--- src/rtl/display_timing_pkg.sv ---
// Shared timing defaults, total-period helpers and scan FSM state type
// for the frame-buffer read side of the display adapter.
package display_timing_pkg;

  // Default 640x480 timing and datapath sizes.
  localparam int DEF_ADDR_W   = 20;
  localparam int DEF_DATA_W   = 8;
  localparam int DEF_H_ACTIVE = 640;
  localparam int DEF_H_FP     = 16;
  localparam int DEF_H_SYNC   = 96;
  localparam int DEF_H_BP     = 48;
  localparam int DEF_V_ACTIVE = 480;
  localparam int DEF_V_FP     = 10;
  localparam int DEF_V_SYNC   = 2;
  localparam int DEF_V_BP     = 33;
  localparam int DEF_RD_LAT   = 2;

  typedef enum logic {
    IDLE = 1'b0,
    RUN  = 1'b1
  } scan_state_t;

  // Clocks per line, including blanking.
  function automatic int h_total(input int active, input int fp, input int sync, input int bp);
    return active + fp + sync + bp;
  endfunction

  // Lines per frame, including blanking.
  function automatic int v_total(input int active, input int fp, input int sync, input int bp);
    return active + fp + sync + bp;
  endfunction

endpackage

--- src/rtl/raster_timing_gen.sv ---
// Raster position counters plus the raw (undelayed) active, sync and
// end-of-frame decodes. Counters sit at 0 while run is low.
module raster_timing_gen
  import display_timing_pkg::*;
#(
  parameter int H_ACTIVE = DEF_H_ACTIVE,
  parameter int H_FP     = DEF_H_FP,
  parameter int H_SYNC   = DEF_H_SYNC,
  parameter int H_BP     = DEF_H_BP,
  parameter int V_ACTIVE = DEF_V_ACTIVE,
  parameter int V_FP     = DEF_V_FP,
  parameter int V_SYNC   = DEF_V_SYNC,
  parameter int V_BP     = DEF_V_BP
)
(
  input  logic clk,
  input  logic rst_n,
  input  logic run,
  output logic active,
  output logic hsync_raw,
  output logic vsync_raw,
  output logic eof
);

  localparam int H_TOTAL = h_total(H_ACTIVE, H_FP, H_SYNC, H_BP);
  localparam int V_TOTAL = v_total(V_ACTIVE, V_FP, V_SYNC, V_BP);
  localparam int HW      = $clog2(H_TOTAL);
  localparam int VW      = $clog2(V_TOTAL);

  logic [HW-1:0] hcnt_reg;
  logic [VW-1:0] vcnt_reg;
  logic          h_last;
  logic          v_last;

  assign h_last = (int'(hcnt_reg) == H_TOTAL - 1);
  assign v_last = (int'(vcnt_reg) == V_TOTAL - 1);

  // Horizontal/vertical position; vcnt steps when hcnt wraps.
  always_ff @(posedge clk or negedge rst_n) begin
    if (!rst_n) begin
      hcnt_reg <= '0;
      vcnt_reg <= '0;
    end else if (!run) begin
      hcnt_reg <= '0;
      vcnt_reg <= '0;
    end else if (h_last) begin
      hcnt_reg <= '0;
      vcnt_reg <= v_last ? '0 : vcnt_reg + VW'(1);
    end else begin
      hcnt_reg <= hcnt_reg + HW'(1);
    end
  end

  // Decode of the current position; syncs are active-low and idle high.
  always_comb begin
    active    = 1'b0;
    hsync_raw = 1'b1;
    vsync_raw = 1'b1;
    eof       = 1'b0;
    if (run) begin
      active    = (int'(hcnt_reg) < H_ACTIVE) && (int'(vcnt_reg) < V_ACTIVE);
      hsync_raw = !((int'(hcnt_reg) >= H_ACTIVE + H_FP) &&
                    (int'(hcnt_reg) <  H_ACTIVE + H_FP + H_SYNC));
      vsync_raw = !((int'(vcnt_reg) >= V_ACTIVE + V_FP) &&
                    (int'(vcnt_reg) <  V_ACTIVE + V_FP + V_SYNC));
      eof       = h_last && v_last;
    end
  end

endmodule

--- src/rtl/fb_scan_reader.sv ---
// Frame-buffer scan-out: raster read addresses and strobes, timing delayed
// to match RAM read latency, and registered pixel/sync outputs.
module fb_scan_reader
  import display_timing_pkg::*;
#(
  parameter int ADDR_W   = DEF_ADDR_W,
  parameter int DATA_W   = DEF_DATA_W,
  parameter int H_ACTIVE = DEF_H_ACTIVE,
  parameter int H_FP     = DEF_H_FP,
  parameter int H_SYNC   = DEF_H_SYNC,
  parameter int H_BP     = DEF_H_BP,
  parameter int V_ACTIVE = DEF_V_ACTIVE,
  parameter int V_FP     = DEF_V_FP,
  parameter int V_SYNC   = DEF_V_SYNC,
  parameter int V_BP     = DEF_V_BP,
  parameter int RD_LAT   = DEF_RD_LAT
)
(
  input  logic              clk,
  input  logic              ResetN,
  input  logic              Enable,
  output logic [ADDR_W-1:0] RdAddr,
  output logic              RdEn,
  input  logic [DATA_W-1:0] RdData,
  output logic [DATA_W-1:0] PixOut,
  output logic              De,
  output logic              HSync,
  output logic              VSync,
  output logic              FrameDone
);

  // A frame must fit in the addressable buffer, and the RAM needs at least one clock.
  generate
    if (longint'(H_ACTIVE) * longint'(V_ACTIVE) > (longint'(1) << ADDR_W)) begin : g_size_check
      $error("fb_scan_reader: H_ACTIVE*V_ACTIVE exceeds 2**ADDR_W");
    end
    if (RD_LAT < 1) begin : g_lat_check
      $error("fb_scan_reader: RD_LAT must be at least 1");
    end
  endgenerate

  localparam logic [ADDR_W-1:0] LAST_ADDR = ADDR_W'(H_ACTIVE * V_ACTIVE - 1);

  scan_state_t       state_reg;
  scan_state_t       state_next;
  logic              run;
  logic              active;
  logic              hsync_raw;
  logic              vsync_raw;
  logic              eof;
  logic [ADDR_W-1:0] rd_addr_reg;
  // Index 0 is the RdEn stage; index RD_LAT lines up with valid RdData.
  logic [RD_LAT:0]   de_pipe_reg;
  logic [RD_LAT:0]   hs_pipe_reg;
  logic [RD_LAT:0]   vs_pipe_reg;

  assign run    = (state_reg == RUN);
  assign RdEn   = de_pipe_reg[0];
  assign RdAddr = rd_addr_reg;

  raster_timing_gen #(
    .H_ACTIVE (H_ACTIVE),
    .H_FP     (H_FP),
    .H_SYNC   (H_SYNC),
    .H_BP     (H_BP),
    .V_ACTIVE (V_ACTIVE),
    .V_FP     (V_FP),
    .V_SYNC   (V_SYNC),
    .V_BP     (V_BP)
  ) u_timing (
    .clk       (clk),
    .rst_n     (ResetN),
    .run       (run),
    .active    (active),
    .hsync_raw (hsync_raw),
    .vsync_raw (vsync_raw),
    .eof       (eof)
  );

  // Scan state register.
  always_ff @(posedge clk or negedge ResetN) begin
    if (!ResetN) state_reg <= IDLE;
    else         state_reg <= state_next;
  end

  // Enable only matters when idle or on the last clock of a frame, so frames are never cut short.
  always_comb begin
    state_next = state_reg;
    case (state_reg)
      IDLE:    if (Enable) state_next = RUN;
      RUN:     if (eof && !Enable) state_next = IDLE;
      default: state_next = IDLE;
    endcase
  end

  // Read address: advance after each strobe, stop at the last pixel, clear at frame start and in idle.
  always_ff @(posedge clk or negedge ResetN) begin
    if (!ResetN) begin
      rd_addr_reg <= '0;
    end else if (!run || eof) begin
      rd_addr_reg <= '0;
    end else if (de_pipe_reg[0] && (rd_addr_reg != LAST_ADDR)) begin
      rd_addr_reg <= rd_addr_reg + ADDR_W'(1);
    end
  end

  // Timing delay line: stage 0 is the read strobe, later stages track RAM latency.
  always_ff @(posedge clk or negedge ResetN) begin
    if (!ResetN) begin
      de_pipe_reg <= '0;
      hs_pipe_reg <= '1;
      vs_pipe_reg <= '1;
    end else begin
      de_pipe_reg <= {de_pipe_reg[RD_LAT-1:0], active};
      hs_pipe_reg <= {hs_pipe_reg[RD_LAT-1:0], hsync_raw};
      vs_pipe_reg <= {vs_pipe_reg[RD_LAT-1:0], vsync_raw};
    end
  end

  // Output register: capture the RAM word together with its delayed timing; blank outside active.
  always_ff @(posedge clk or negedge ResetN) begin
    if (!ResetN) begin
      PixOut    <= '0;
      De        <= 1'b0;
      HSync     <= 1'b1;
      VSync     <= 1'b1;
      FrameDone <= 1'b0;
    end else begin
      PixOut    <= de_pipe_reg[RD_LAT] ? RdData : '0;
      De        <= de_pipe_reg[RD_LAT];
      HSync     <= hs_pipe_reg[RD_LAT];
      VSync     <= vs_pipe_reg[RD_LAT];
      FrameDone <= eof;
    end
  end

endmodule

--- config.mk ---
export PLATFORM = sky130hd
export DESIGN_NAME = fb_scan_reader
export DESIGN_NICKNAME = d
export VERILOG_FILES = /design/src/rtl/display_timing_pkg.sv /design/src/rtl/raster_timing_gen.sv /design/src/rtl/fb_scan_reader.sv
export SDC_FILE = /design/constraint.sdc
export NUM_CORES = 1
export LEC_CHECK = 0
export ABC_AREA = 1
export CELL_PAD_IN_SITES_DETAIL_PLACEMENT = 1
export CELL_PAD_IN_SITES_GLOBAL_PLACEMENT = 1
export CORE_ASPECT_RATIO = 1.4
export CORE_MARGIN = 5
export CORE_UTILIZATION = 43
export CTS_CLUSTER_SIZE = 25
export DETAILED_ROUTE_END_ITERATION = 12
export PLACE_DENSITY_LB_ADDON = 0.1
export SYNTH_ARGS = -nofsm -noshare
export SYNTH_HDL_FRONTEND = slang
export SYNTH_SLANG_ARGS = --single-unit
--- constraint.sdc ---
create_clock -name clk -period 4.8 [get_ports clk]
set_input_delay 0.48 -clock clk [delete_from_list [all_inputs] [get_ports clk]]
set_output_delay 0.48 -clock clk [all_outputs]
set_load 0.01 [all_outputs]
==> metrics.yaml, run 1 <==
antenna_found_initial: 0
crit_cells: 10
grt_pass1_vias: 2973
postCtsHoldBufs: 0
start_util_pct: 44.2
ys_seq_elements: 62
synthesis.nets: 402
path_clk_slew_ns: 0.08
cpLargestDelayFamily: "simple AND/OR/NAND/NOR gates"
grt_overflow: 0
largest_reg_flops: 20
synth-edff-count: 0
min_period_ns: 2.01
fin_skew_ns: 0.00483
setup_tns_ns: 0
hold_class: "input pin to async pin"
intPower_w: 0.000979
met2_usage_pct: 38.4
timing.slew.headroom_pct: 39.3
period_share_pct: 41.8
place_congestion: 0.798
vias: 2748
crit_type: "register to register"
ys_types: 30
drt_pass1_iterations: 4
report.final.slew_viol_count: 0
switching_power_w: 0.000460
hold_viol: 0
combPwrFrac_pct: 19.9
clock_sinks: 62
htreeDepth: 3
reg2reg_from: "u_timing.hcnt_reg[0]$_DFF_PN0_"
fin_nets: 452
num-fill-cells: 874
cp.required_ns: 5.09
dp.cells: 520
io_pins: 44
path_buf_inv: 2
wl_per_cell_um: 15.4
leakage_nw: 1.82
outcome: "complete, no violations"
cts_tree: "built"
power.density_cell_area_nw_per_um2: 377
grt_pass1_wl_mm: 14.0
r2r_slack_ns: 2.79
clk_latency_ns: 0.35
rr_endpoint: "RdAddr[10]$_DFFE_PN0P_"
cts_setup_buffers: 0
cts_buffers: 9
grt_max_degree: 63
busiest_layer: "met2"
hpwl_mm: 6.00
grtUsageMet3_pct: 3.50
max_clock_freq_mhz: 498
maxCapViolations: 0
fp.dieArea_um2: 8990
avgSynthCellArea_um2: 7.99
netSwitchingFraction_pct: 31.9
antenna_cells: 0
yosys_warnings: 0
clock_path_buffers: 2
syn2layout_area_growth_pct: 23.7
seq_area_frac_synth_pct: 50.6
drc: 0
crit_arrival_ns: 2.30
worst_pin_slew_ns: 0.907
synth_cells: 386
hold-worst-slack_ns: 0.286
grt_usage_pct: 20.6
numPortBuffers: 43
initialDrtViolationCount: 91
core_area_um2: 6980
drive_gt1_share_pct: 10.2
num_rows: 36
pwr-share-clk_pct: 33.4
critPathCaptureType: "register"
drt.antenna.violating_nets: 0
ys.flop_type: "dfrtp_1"
path_max_fanout: 19
viasPerCell: 5.13
synth-async-reset-ratio_pct: 100
crit_slowest_cell: "dfrtp_1"
drt_wl_total_mm: 8.27
setup_violations: 0
dieHeight_um: 110
finalNonFillerCells: 536
cts_resized: 0
grt_setup_unrepaired: "no"
synth_area_um2: 3080
cts.root.buffer_cell: "clkbuf_8"
crit_path_frequent_cell: "nand2_4"
vdd_ir_drop_max_mv: 0.224
pwr-share-seq_pct: 46.6
met1_usage_pct: 21.9
ff2ff_path_depth: 10
crit_chain: "ha_1 -> nand3_1 -> inv_1 -> nand3_2 -> nand2_4 -> nand2_4 -> nand2_4 -> inv_4 -> nand2_1 -> nand2_1"
slowest_delay_ns: 0.41
startpoint_type: "register"
dieWidth_um: 81.6
[worst max path at each step]
| stage | from | end | slack (ns) |
|---|---|---|---|
| 2_1_floorplan | RdAddr[0]$_DFFE_PN0P_ | RdAddr[3]$_DFFE_PN0P_ | 3.17 |
| 3_3_place_gp | u_timing.hcnt_reg[0]$_DFF_PN0_ | RdAddr[2]$_DFFE_PN0P_ | 2.84 |
| 3_5_place_dp | RdAddr[0]$_DFFE_PN0P_ | RdAddr[6]$_DFFE_PN0P_ | 2.73 |
| 4_1_cts | RdAddr[0]$_DFFE_PN0P_ | RdAddr[6]$_DFFE_PN0P_ | 2.76 |
| 5_1_grt | u_timing.hcnt_reg[0]$_DFF_PN0_ | RdAddr[10]$_DFFE_PN0P_ | 2.54 |
| 6_report | u_timing.hcnt_reg[0]$_DFF_PN0_ | RdAddr[10]$_DFFE_PN0P_ | 2.79 |
[power groups by stage]
stage	logic [W]	registers (W)	clock network, W
after floorplan	0.000153	0.000675	0
after global placement	0.000278	0.000676	0
after detailed placement	0.000291	0.000680	0
after CTS	0.000294	0.000671	0.000494
after global routing	0.000325	0.000685	0.000517
final	0.000287	0.000671	0.000481
[layer usage]
layer	wire, um	up-vias
met5	0	-
met4	248	0
met3	220	22
met2	4520	33
met1	3280	1371
li1	-	1322
[per-stage QoR]
| stage | cell area [um2] | total power (W) | utilization (%) | worst slack, ns |
|---|---|---|---|---|
| 2_1_floorplan | 3080 | 0.000828 | - | 3.17 |
| 3_3_place_gp | 3610 | 0.000954 | 51.7 | 2.84 |
| 3_5_place_dp | 3610 | 0.000971 | 51.7 | 2.73 |
| 4_1_cts | 3810 | 0.00146 | 54.6 | 2.76 |
| 5_1_grt | 3810 | 0.00153 | 54.6 | 2.54 |
| 6_report | 3810 | 0.00144 | 54.6 | 2.79 |
[cell type report]
| cell class | count | area [um2] | share of cell area, % |
|---|---|---|---|
| clock buffers | 10 | 138 | 3.61 |
| well taps | 95 | 119 | 3.12 |
| inverters | 44 | 168 | 4.39 |
| flip-flops and latches | 62 | 1560 | 40.9 |
| repair buffers | 44 | 433 | 11.3 |
| clock inverters | 6 | 70.1 | 1.84 |
| multi-input cells | 275 | 1330 | 34.8 |
[logic make-up after synthesis]
logic type / Yosys count / synth area share (%)
AO/OA/AOI/OAI: 21 / 3.73
XOR/XNOR: 14 / 3.98
adder cells (fa/ha/maj): 5 / 2.03
buffers and inverters: 49 / 6.37
flip-flops: 62 / 50.6
AND/OR/NAND/NOR: 235 / 33.3
[cell usage after synthesis (3+ instances only)]
library cell,n,share of area (%)
a21oi_1,6,0.97
dfrtp_1,54,44
dfstp_2,8,6.8
ha_1,5,2.0
inv_1,39,4.7
inv_2,4,0.49
nand2_1,115,14
nand2_2,3,0.61
nand2_4,3,1.1
nand3_1,28,4.5
nand4_1,13,2.6
nor2_1,56,6.8
nor2_2,3,0.61
nor3_1,6,0.97
o21ai_0,10,1.6
or2_2,3,0.61
xor2_1,14,4.0
[layout by cell type, fill, tap and decap left out, drive strengths merged]
master and count:
nor4 1, bufinv 1, dfrtp 54, nand3b 1, o22ai 1, nor2 60
o21ai 10, a21oi 6, o2111ai 1, a31oi 2, nand4 13, buf 2
clkinv 1, inv 45, clkinvlp 3, nor3b 1, ha 5, o21bai 1
or2 3, clkbuf 10, dfstp 8, nand3 29, clkdlybuf4s50 42, xor2 14
nand2 121, nor3 6
Power figures use the tool's default switching activity.
==> run 2, diff against run 1 <==
--- a/config.mk
+++ b/config.mk
@@ -10,7 +10,7 @@
 export CELL_PAD_IN_SITES_GLOBAL_PLACEMENT = 1
 export CORE_ASPECT_RATIO = 1.4
 export CORE_MARGIN = 5
-export CORE_UTILIZATION = 43
+export CORE_UTILIZATION = 40
 export CTS_CLUSTER_SIZE = 25
 export DETAILED_ROUTE_END_ITERATION = 12
 export PLACE_DENSITY_LB_ADDON = 0.1
==> constraint.sdc (replaced) <==
create_clock -name clk -period 2.1 [get_ports clk]
set_input_delay 0.21 -clock clk [delete_from_list [all_inputs] [get_ports clk]]
set_output_delay 0.21 -clock clk [all_outputs]
set_load 0.01 [all_outputs]
==> metrics.yaml, run 2 (synthesized netlist as in run 1, its figures left out) <==
antenna_cells: 0  # unchanged
crit_arrival_ns: 2.25  # -0.05 ns
clk_latency_ns: 0.35  # about the same
grt_overflow: 0  # unchanged
crit_type: "register to register"
path_max_fanout: 11  # -8
drt_pass1_iterations: 4  # unchanged
fin_nets: 461  # +2.0%
cts_buffers: 9  # unchanged
start_util_pct: 40.3  # -3.9 points
clock_path_buffers: 2  # unchanged
place_congestion: 0.868  # +8.8%
viasPerCell: 5.01  # -2.3%
utilization_pct: 50.8  # -3.8 points
switching_power_w: 0.00102  # +120%
final_common_cell: "nand2_1"
grt_pass1_wl_mm: 14.3  # +2.2%
timing.slew.headroom_pct: 38.1  # -1.2 points
worst_pin_slew_ns: 0.925  # +0.0181 ns
crit_slowest_cell: "nor2_1"
endpoint: "RdAddr[14]$_DFFE_PN0P_"
pwr-share-clk_pct: 30.1  # -3.3 points
clock_sinks: 62  # unchanged
pwr-share-seq_pct: 48.8  # +2.2 points
max_clock_freq_mhz: 511  # +2.5%
crit_path_frequent_cell: "nor2_1"
num_rows: 38  # +5.6%
min_period_ns: 1.96  # -0.0490 ns
cts_tree: "built"
hpwl_mm: 6.36  # +6.0%
combPwrFrac_pct: 21.2  # +1.3 points
io_pins: 44  # unchanged
grt_setup_unrepaired: "no"
drc: 0  # unchanged
critPathCaptureType: "register"
largest_reg_flops: 20  # unchanged
syn2layout_area_growth_pct: 26.2
initialDrtViolationCount: 58  # -36%
reg2reg_from: "RdAddr[0]$_DFFE_PN0P_"
grt_max_degree: 63  # unchanged
crit_cells: 8  # -2
fp.dieArea_um2: 9590  # +6.7%
report.final.slew_viol_count: 0  # unchanged
path_buf_inv: 1  # -1
rr_endpoint: "RdAddr[14]$_DFFE_PN0P_"
cpLargestDelayFamily: "simple AND/OR/NAND/NOR gates"
startpoint_type: "register"
crit_chain: "ha_1 -> inv_1 -> nor2_2 -> nand3_1 -> nor2_1 -> nor2_1 -> nand4_1 -> nand2_1"
ff2ff_path_depth: 8  # -2
grt_usage_pct: 19.1  # -1.5 points
outcome: "complete, no violations"
core_area_um2: 7650  # +9.6%
startpoint: "RdAddr[0]$_DFFE_PN0P_"
leakage_nw: 1.84  # +1.0%
period_share_pct: 93.2  # +51 points
num-fill-cells: 928  # +6.2%
drive_gt1_share_pct: 11.6  # +1.4 points
final_cell_mix: "115 x nand2_1, 56 x nor2_1, 54 x dfrtp_1"
htreeDepth: 3  # unchanged
maxCapViolations: 0  # unchanged
vdd_ir_drop_max_mv: 0.517  # +130%
cp.required_ns: 2.39  # -2.70 ns
numPortBuffers: 43  # unchanged
hold_class: "register to register"
dieHeight_um: 114  # +3.3%
antenna_found_initial: 0  # unchanged
drt_wl_total_mm: 8.50  # +2.8%
slowest_delay_ns: 0.70  # +0.29 ns
power.density_cell_area_nw_per_um2: 807  # +110%
netSwitchingFraction_pct: 32.4  # +0.48 points
fin_skew_ns: 0.00740  # +0.00257 ns
intPower_w: 0.00212  # +120%
cts.root.buffer_cell: "clkbuf_8"
hold_viol: 0  # unchanged
r2r_slack_ns: 0.14  # -2.65 ns
setup_tns_ns: 0  # unchanged
drt.antenna.violating_nets: 0  # unchanged
path_clk_slew_ns: 0.07  # about the same
grt_pass1_vias: 2965  # -0.27%
setup_violations: 0  # unchanged
dieWidth_um: 84.2  # +3.2%
wl_per_cell_um: 15.5  # +0.18%
vias: 2755  # +0.25%
-- run 2: metrics by stage --
step                      hold WS (ns)  setup WS (ns)  power, W  area (um2)  std cells
after floorplan                -0.0856          0.467   0.00189        3080        386
after global placement           0.253          0.121   0.00220        3690        533
after detailed placement         0.256         0.0966   0.00223        3690        533
after CTS                        0.351         0.0856   0.00320        3870        550
after global routing             0.352         0.0422   0.00335        3890        550
final                            0.352          0.142   0.00314        3890        550
-- run 2: timing repair --
item / in CTS / in global routing
hold endpoints to repair: 54 / 0
hold buffers: 1 / 0
setup endpoints to repair: 0 / 16
gates resized for setup: 0 / 4
setup buffers: 0 / 0
-- run 2: cell type report --
| class | instances | area [um2] | share of cell area [%] |
|---|---|---|---|
| sequential | 62 | 1560 | 40.1 |
| multi-input combinational | 275 | 1340 | 34.5 |
| timing repair buffer | 53 | 515 | 13.2 |
| inverter | 44 | 170 | 4.37 |
| clock buffer | 11 | 141 | 3.63 |
| tap | 100 | 125 | 3.21 |
| clock inverter | 5 | 35.0 | 0.900 |
-- run 2: power groups by stage --
stage | sequential (W) | combinational [W] | clock (W)
6_report | 0.00153 | 0.000666 | 0.000944
4_1_cts | 0.00154 | 0.000684 | 0.000979
5_1_grt | 0.00157 | 0.000750 | 0.00103
2_1_floorplan | 0.00154 | 0.000351 | 0
3_5_place_dp | 0.00156 | 0.000677 | 0
3_3_place_gp | 0.00155 | 0.000653 | 0
-- run 2: worst min-delay path by stage --
stage                                     to  depth (start not counted)  slack [ns]                     start
detailed placement    RdAddr[12]$_DFFE_PN0P_                          2        0.26                    ResetN
CTS                 vs_pipe_reg[2]$_DFF_PN1_                          0        0.35  vs_pipe_reg[1]$_DFF_PN1_
global placement      RdAddr[12]$_DFFE_PN0P_                          2        0.25                    ResetN
floorplan                       De$_DFF_PN0_                          0       -0.09                    ResetN
global route        vs_pipe_reg[2]$_DFF_PN1_                          0        0.35  vs_pipe_reg[1]$_DFF_PN1_
finish              vs_pipe_reg[2]$_DFF_PN1_                          0        0.35  vs_pipe_reg[1]$_DFF_PN1_
-- run 2: metal layers --
| layer | track usage [%] | routed length [um] | vias to the layer above |
|---|---|---|---|
| met1 | 19.7 | 3190 | 1359 |
| met5 | 0 | 0 | - |
| met4 | 10.5 | 301 | 0 |
| met2 | 36.1 | 4770 | 39 |
| met3 | 3.11 | 238 | 20 |
| li1 | - | - | 1337 |
==> run 3, diff against run 2 <==
--- a/config.mk
+++ b/config.mk
@@ -6,6 +6,7 @@
 export NUM_CORES = 1
 export LEC_CHECK = 0
 export ABC_AREA = 1
+export CAP_MARGIN = 20
 export CELL_PAD_IN_SITES_DETAIL_PLACEMENT = 1
 export CELL_PAD_IN_SITES_GLOBAL_PLACEMENT = 1
 export CORE_ASPECT_RATIO = 1.4
==> results of run 3 <==
Same layout as run 2: the final DEF is identical, and so are final timing and power.
